## config.mk

```make
export PLATFORM = sky130hd
export DESIGN_NAME = br_resolve_unit
export DESIGN_NICKNAME = d
export VERILOG_FILES = /design/src/rtl/br_resolve_unit.sv
export SDC_FILE = /design/constraint.sdc
export NUM_CORES = 1
export LEC_CHECK = 0
export ABC_CLOCK_PERIOD_IN_PS = 7000
export CAP_MARGIN = 25
export CORE_MARGIN = 10
export CORE_UTILIZATION = 52
export CTS_CLUSTER_SIZE = 20
export DETAILED_ROUTE_END_ITERATION = 8
export GPL_ROUTABILITY_DRIVEN = 0
export GPL_TIMING_DRIVEN = 0
export PLACE_DENSITY = 0.88
export SKIP_CTS_REPAIR_TIMING = 1
export SLEW_MARGIN = 20
export SYNTH_ARGS = -nofsm -noshare
export SYNTH_HDL_FRONTEND = slang
export SYNTH_SLANG_ARGS = --single-unit
```

## constraint.sdc

```tcl
create_clock -name clk -period 7 [get_ports clk]
set_input_delay 1.4 -clock clk [delete_from_list [all_inputs] [get_ports clk]]
set_output_delay 1.4 -clock clk [all_outputs]
set_load 0.01 [all_outputs]
```

## src/rtl/br_resolve_unit.sv

```systemverilog
// br_resolve_unit
// Registered branch resolution stage that sits between EX operand forwarding
// and the fetch redirect logic. It evaluates the branch condition and computes
// the architectural target. It compares both against the front-end prediction.
// One resolution record per branch goes to fetch over a valid/ready handshake.
// The unit also keeps saturating branch and mispredict counters.
//
// Ports:
//   clk, resetn            clock, asynchronous active-low reset
//   in_valid / in_ready    record handshake from EX
//   in_pc, in_rs, in_rt    branch PC and forwarded operands
//   in_imm, in_jidx        branch offset and J-type index fields
//   in_cond                one-hot condition: 0 EQ,1 NE,2 GEZ,3 GTZ,4 LEZ,5 LTZ,6 J,7 JR
//   in_link                instruction writes the link register
//   in_pred_taken/target   front-end prediction
//   flush                  drop the held record and block capture this cycle
//   out_valid / out_ready  resolution record handshake to fetch
//   out_taken, out_redirect_pc, out_mispredict, out_adel, out_link_we, out_link_data
//   cnt_branches, cnt_mispred   saturating statistics
module br_resolve_unit #(
  parameter int DATA_W   = 32,
  parameter int PC_W     = 32,
  parameter int CNT_W    = 32,
  parameter int NUM_COND = 8
) (
  input  logic                clk,
  input  logic                resetn,
  input  logic                in_valid,
  output logic                in_ready,
  input  logic [PC_W-1:0]     in_pc,
  input  logic [DATA_W-1:0]   in_rs,
  input  logic [DATA_W-1:0]   in_rt,
  input  logic [15:0]         in_imm,
  input  logic [25:0]         in_jidx,
  input  logic [NUM_COND-1:0] in_cond,
  input  logic                in_link,
  input  logic                in_pred_taken,
  input  logic [PC_W-1:0]     in_pred_target,
  input  logic                flush,
  output logic                out_valid,
  input  logic                out_ready,
  output logic                out_taken,
  output logic [PC_W-1:0]     out_redirect_pc,
  output logic                out_mispredict,
  output logic                out_adel,
  output logic                out_link_we,
  output logic [DATA_W-1:0]   out_link_data,
  output logic [CNT_W-1:0]    cnt_branches,
  output logic [CNT_W-1:0]    cnt_mispred
);

  localparam logic [CNT_W-1:0] CNT_MAX = '1;
  // Low 28 bits of the PC are replaced by {jidx, 2'b00} on a J.
  localparam logic [PC_W-1:0]  J_MASK  = PC_W'(28'hFFF_FFFF);

  logic [7:0]      cond8_s;
  logic [2:0]      sel_s;
  logic            any_s;
  logic            cond_true_s;
  logic            taken_s;
  logic            adel_s;
  logic            mis_s;
  logic            capture_s;
  logic            rs_msb_s;
  logic            rs_zero_s;
  logic [PC_W-1:0] pc4_s;
  logic [PC_W-1:0] pc8_s;
  logic [PC_W-1:0] br_tgt_s;
  logic [PC_W-1:0] j_tgt_s;
  logic [PC_W-1:0] jr_tgt_s;
  logic [PC_W-1:0] tgt_s;
  logic [PC_W-1:0] redirect_s;

  // Saturating increment shared by both statistics counters.
  function automatic logic [CNT_W-1:0] sat_inc(input logic [CNT_W-1:0] v);
    sat_inc = (v == CNT_MAX) ? v : v + CNT_W'(1);
  endfunction

  // Only the eight defined condition bits take part; higher bits are reserved.
  assign cond8_s   = in_cond[7:0];
  assign rs_msb_s  = in_rs[DATA_W-1];
  assign rs_zero_s = (in_rs == '0);

  assign pc4_s    = in_pc + PC_W'(4);
  assign pc8_s    = in_pc + PC_W'(8);
  assign br_tgt_s = pc4_s + {{(PC_W-18){in_imm[15]}}, in_imm, 2'b00};
  assign j_tgt_s  = (pc4_s & ~J_MASK) | PC_W'({in_jidx, 2'b00});
  assign jr_tgt_s = PC_W'(in_rs);

  assign in_ready  = ~out_valid | out_ready;
  assign capture_s = in_valid & in_ready & ~flush;

  // Priority pick: scanning from the top down leaves the lowest set index.
  always_comb begin
    sel_s = 3'd0;
    any_s = 1'b0;
    for (int i = 7; i >= 0; i--) begin
      sel_s = cond8_s[i] ? 3'(i) : sel_s;
      any_s = any_s | cond8_s[i];
    end
  end

  // Condition evaluation and target selection for the winning condition.
  always_comb begin
    cond_true_s = 1'b0;
    tgt_s       = br_tgt_s;
    case (sel_s)
      3'd0: cond_true_s = (in_rs == in_rt);
      3'd1: cond_true_s = (in_rs != in_rt);
      3'd2: cond_true_s = ~rs_msb_s;
      3'd3: cond_true_s = ~rs_msb_s & ~rs_zero_s;
      3'd4: cond_true_s = rs_msb_s | rs_zero_s;
      3'd5: cond_true_s = rs_msb_s;
      3'd6: begin
        cond_true_s = 1'b1;
        tgt_s       = j_tgt_s;
      end
      3'd7: begin
        cond_true_s = 1'b1;
        tgt_s       = jr_tgt_s;
      end
      default: begin
        cond_true_s = 1'b0;
        tgt_s       = br_tgt_s;
      end
    endcase
  end

  // An empty condition resolves as not-taken; a misaligned JR hands redirect
  // to the exception path, so it never reports a mispredict.
  assign taken_s    = any_s & cond_true_s;
  assign adel_s     = any_s & (sel_s == 3'd7) & (in_rs[1:0] != 2'b00);
  assign mis_s      = ~adel_s & ((taken_s != in_pred_taken) |
                                 (taken_s & (tgt_s != in_pred_target)));
  assign redirect_s = taken_s ? tgt_s : pc8_s;

  // Output record register and statistics; counters move on capture only.
  always_ff @(posedge clk or negedge resetn) begin
    if (!resetn) begin
      out_valid       <= 1'b0;
      out_taken       <= 1'b0;
      out_redirect_pc <= '0;
      out_mispredict  <= 1'b0;
      out_adel        <= 1'b0;
      out_link_we     <= 1'b0;
      out_link_data   <= '0;
      cnt_branches    <= '0;
      cnt_mispred     <= '0;
    end else begin
      if (capture_s) begin
        out_valid       <= 1'b1;
        out_taken       <= taken_s;
        out_redirect_pc <= redirect_s;
        out_mispredict  <= mis_s;
        out_adel        <= adel_s;
        out_link_we     <= in_link;
        out_link_data   <= DATA_W'(pc8_s);
        // Records with no condition are not branches and feed no statistics.
        if (any_s) begin
          cnt_branches <= sat_inc(cnt_branches);
          if (mis_s) begin
            cnt_mispred <= sat_inc(cnt_mispred);
          end
        end
      end else if (flush || out_ready) begin
        out_valid <= 1'b0;
      end
    end
  end

endmodule
```

==> impl_metrics.env <==
export IMPL_finalHoldViolations=0
export IMPL_std_cell_rows=52
export IMPL_min_period_ns=6.94
export IMPL_status="completed"
export IMPL_overflow=0
export IMPL_grt_pass1_vias=11696
export IMPL_grt_pass1_wl_um=66400
export IMPL_via_per_inst=6.32
export IMPL_max_freq_mhz=144
export IMPL_yosysWarnings=0
export IMPL_cts_num_sinks=133
export IMPL_crit_path_top_delay_cell="clkdlybuf4s50_1"
export IMPL_port_buffers=311
export IMPL_tns_ns=0
export IMPL_core_region_area_um2=20100
export IMPL_pre_cts_ws_ns=-0.623
export IMPL_maxCapViolations=0
export IMPL_cp_num_buf_inv=3
export IMPL_synth_top_area_cell="dfrtp_1"
export IMPL_critPathArrivalTime_ns=7.23
export IMPL_dieWidth_um=163
export IMPL_worstRegToRegCells=12
export IMPL_placedCellCount=1874
export IMPL_slew_viol_final=0
export IMPL_rrSetupSlack_ns=3.30
export IMPL_antenna_found_initial=4
export IMPL_netlist_area_um2=10600
export IMPL_rr_startpoint="cnt_branches[20]"
export IMPL_dieArea_um2=26500
export IMPL_crit_family="simple AND/OR/NAND/NOR gates"
export IMPL_synth_top_area_frac=0.315
export IMPL_mostFrequentLayoutCells="clkdlybuf4s50_1 (310), nand2_1 (216), dfrtp_1 (133)"
export IMPL_whs_endpoint="out_link_data[31]"
export IMPL_synth_edf_count=0
export IMPL_path_max_fanout=10
export IMPL_ys_ff_latch=133
export IMPL_grt_busiest_layer="met2"
export IMPL_synth_distinct_cells=70
export IMPL_clkTransAtPathRegs_ns=0.06
export IMPL_use_met2=0.528
export IMPL_synth_nets=1515
export IMPL_maxSlewHeadroom=0.232
export IMPL_grt_usage=0.319
export IMPL_drt_iter0_markers=1502
export IMPL_final_nets=1846
export IMPL_avgSynthCellArea_um2=8.19
export IMPL_clkLatencyLatePin_ns=0.41
export IMPL_htreeDepth=4
export IMPL_r2r_end="cnt_branches[22]"
export IMPL_cp_required_ns=7.29
export IMPL_use_met1=0.377
export IMPL_clockBufferDepth=2
export IMPL_wl_per_cell_um=23.4
export IMPL_min_path_cells=2
export IMPL_ant_nets=0
export IMPL_areaGrowthSynthToFinish_pct=39.7
export IMPL_fin_cells=1910
export IMPL_first_pass_iters=6
export IMPL_final_util=0.735
export IMPL_critical_path_class="in2reg"
export IMPL_worstHoldStart="out_link_data[31]"
export IMPL_synthTopCellsByArea="dfrtp_1 (31%), xnor2_1 (9.3%), nand2_1 (7.7%), xor2_1 (6.5%), ha_1 (4.4%)"
export IMPL_cts_buffers=17
export IMPL_p_leak_nw=5.99
export IMPL_layout_drive_gt1_share=0.0513
export IMPL_cpPeakStageDelay_ns=0.61
export IMPL_root_buffer="clkbuf_16"
export IMPL_final_common_cell="clkdlybuf4s50_1"
export IMPL_dp_hpwl_um=36200
export IMPL_start_util=0.526
export IMPL_drc_errors=0
export IMPL_yosys_most_used_dff="dfrtp_1"
export IMPL_skew_ns=0.00880
export IMPL_die_h_um=163
export IMPL_worstPathCellList="clkdlybuf4s50_1 > ha_1 > and3_1 > and4_1 > clkbuf_1 > nand2_1 > xnor2_1 > ha_2 > a21oi_1 > o21ai_0 > a21o_1 > a31oi_1 > a21oi_1 > nor3_1 > xnor2_1 > o2111ai_1 > nor4_2 > nand4_1 > buf_4 > nand2_2 > mux2_1"
export IMPL_synthCells=1292
export IMPL_grt_util_met3=0.0832
export IMPL_worst_pin_slew_ns=1.15
export IMPL_dr_total_vias=12067
export IMPL_rsz0062_at_grt="no"
export IMPL_endpoint_kind="flop"
export IMPL_power_density_nw_per_um2=197
export IMPL_cts_tree="done"
export IMPL_yosysSeqAreaShare=0.315
export IMPL_grt_max_degree=74
export IMPL_post_route_period_util=0.992
export IMPL_cp_start_kind="input port"
export IMPL_holdCritPathClass="reg2reg"
export IMPL_setup_viol=0
export IMPL_ir_drop_mv=0.167
export IMPL_routed_wl_um=44600
export IMPL_pin_count=319
export IMPL_asyncSetResetFlopFracSynth=1.00
export IMPL_setup_ws_ns=0.0565
export IMPL_finalPower_mw=2.92
==> synthesized netlist by cell type (6+ instances only) <==
cell      instances
a31oi_1          11
xnor2_1         112
nand3_1          53
and4_1           17
or3_1             9
and3_1           29
mux2i_1          12
a22oi_1           9
nand2b_1          9
a21oi_1          49
ha_1             37
inv_1            22
mux2_2           10
nor2_1           66
o211ai_1         12
a211oi_1         12
nor2b_1           9
o21ai_0          89
xor2_1           78
a32oi_1           8
clkbuf_1         55
nor4_1           28
buf_2             8
a21o_1            6
nand2_1         216
o21bai_1          6
nand4_1          53
o21a_1            8
dfrtp_1         133
nor3_1           19
and2_1           15
a221o_1           6
==> tightest hold or removal path, stage by stage, from the launching register on <==
cell	delay, ns
dfrtp_1	0.34
nand2_1	0.04
o21ai_0	0.06
==> layout make-up <==
type | instances | area (um^2)
clock buffers | 18 | 439
repair buffers | 315 | 3160
clock inverters | 14 | 188
inverters | 22 | 82.6
diodes | 4 | 10.0
well taps | 270 | 338
multi-input cells | 1071 | 6980
flip-flops and latches | 133 | 3330
plain buffers | 63 | 256
fillers | 1480 | 5320
==> registers in the layout, indices dropped and copies added, names as in the netlist <==
register	flops
cnt_branches	32
cnt_mispred	32
out_link_data	32
out_redirect_pc	32
out_adel	1
out_link_we	1
out_mispredict	1
out_taken	1
out_valid	1
==> report_power, final <==
part / leakage [nW] / total (mW) / switching (mW) / internal, mW
clock: 0.298 / 0.947 / 0.366 / 0.580
sequential: 1.72 / 0.951 / 0.0846 / 0.867
combinational: 3.97 / 1.02 / 0.542 / 0.476
==> metal layers <==
layer / wire length, um / up-vias
met5: 0 / -
met4: 2550 / 0
met3: 5430 / 204
met2: 20600 / 928
met1: 16100 / 5588
li1: - / 5347
==> kinds of logic after synthesis <==
kind of cell,count (synthesis),synth area share
xor+xnor,191,0.159
compound gates,268,0.165
fa+ha+maj,38,0.0456
simple gates,551,0.260
buf+inv,88,0.0329
mux,23,0.0231
flops,133,0.315
==> how the worst max path moves through the flow <==
stage	to	depth (start not counted)	slack [ns]	from
floorplan	cnt_mispred[1]	22	1.21	in_pc[9]
global placement	out_redirect_pc[0]	1	-0.48	resetn
detailed placement	cnt_mispred[1]	23	-0.62	in_pc[3]
CTS	cnt_mispred[1]	23	-0.21	in_pc[3]
global route	cnt_mispred[1]	21	0.02	in_pc[3]
finish	cnt_mispred[1]	21	0.06	in_pc[3]
==> per-stage QoR <==
stage | hold slack [ns] | instance area [um^2]
floorplan | 0.507 | 10600
global placement | 0.455 | 14000
detailed placement | 0.466 | 14100
CTS | 0.482 | 14700
global route | 0.507 | 14800
finish | 0.479 | 14800
No activity file was read; power rests on OpenSTA's default activity.
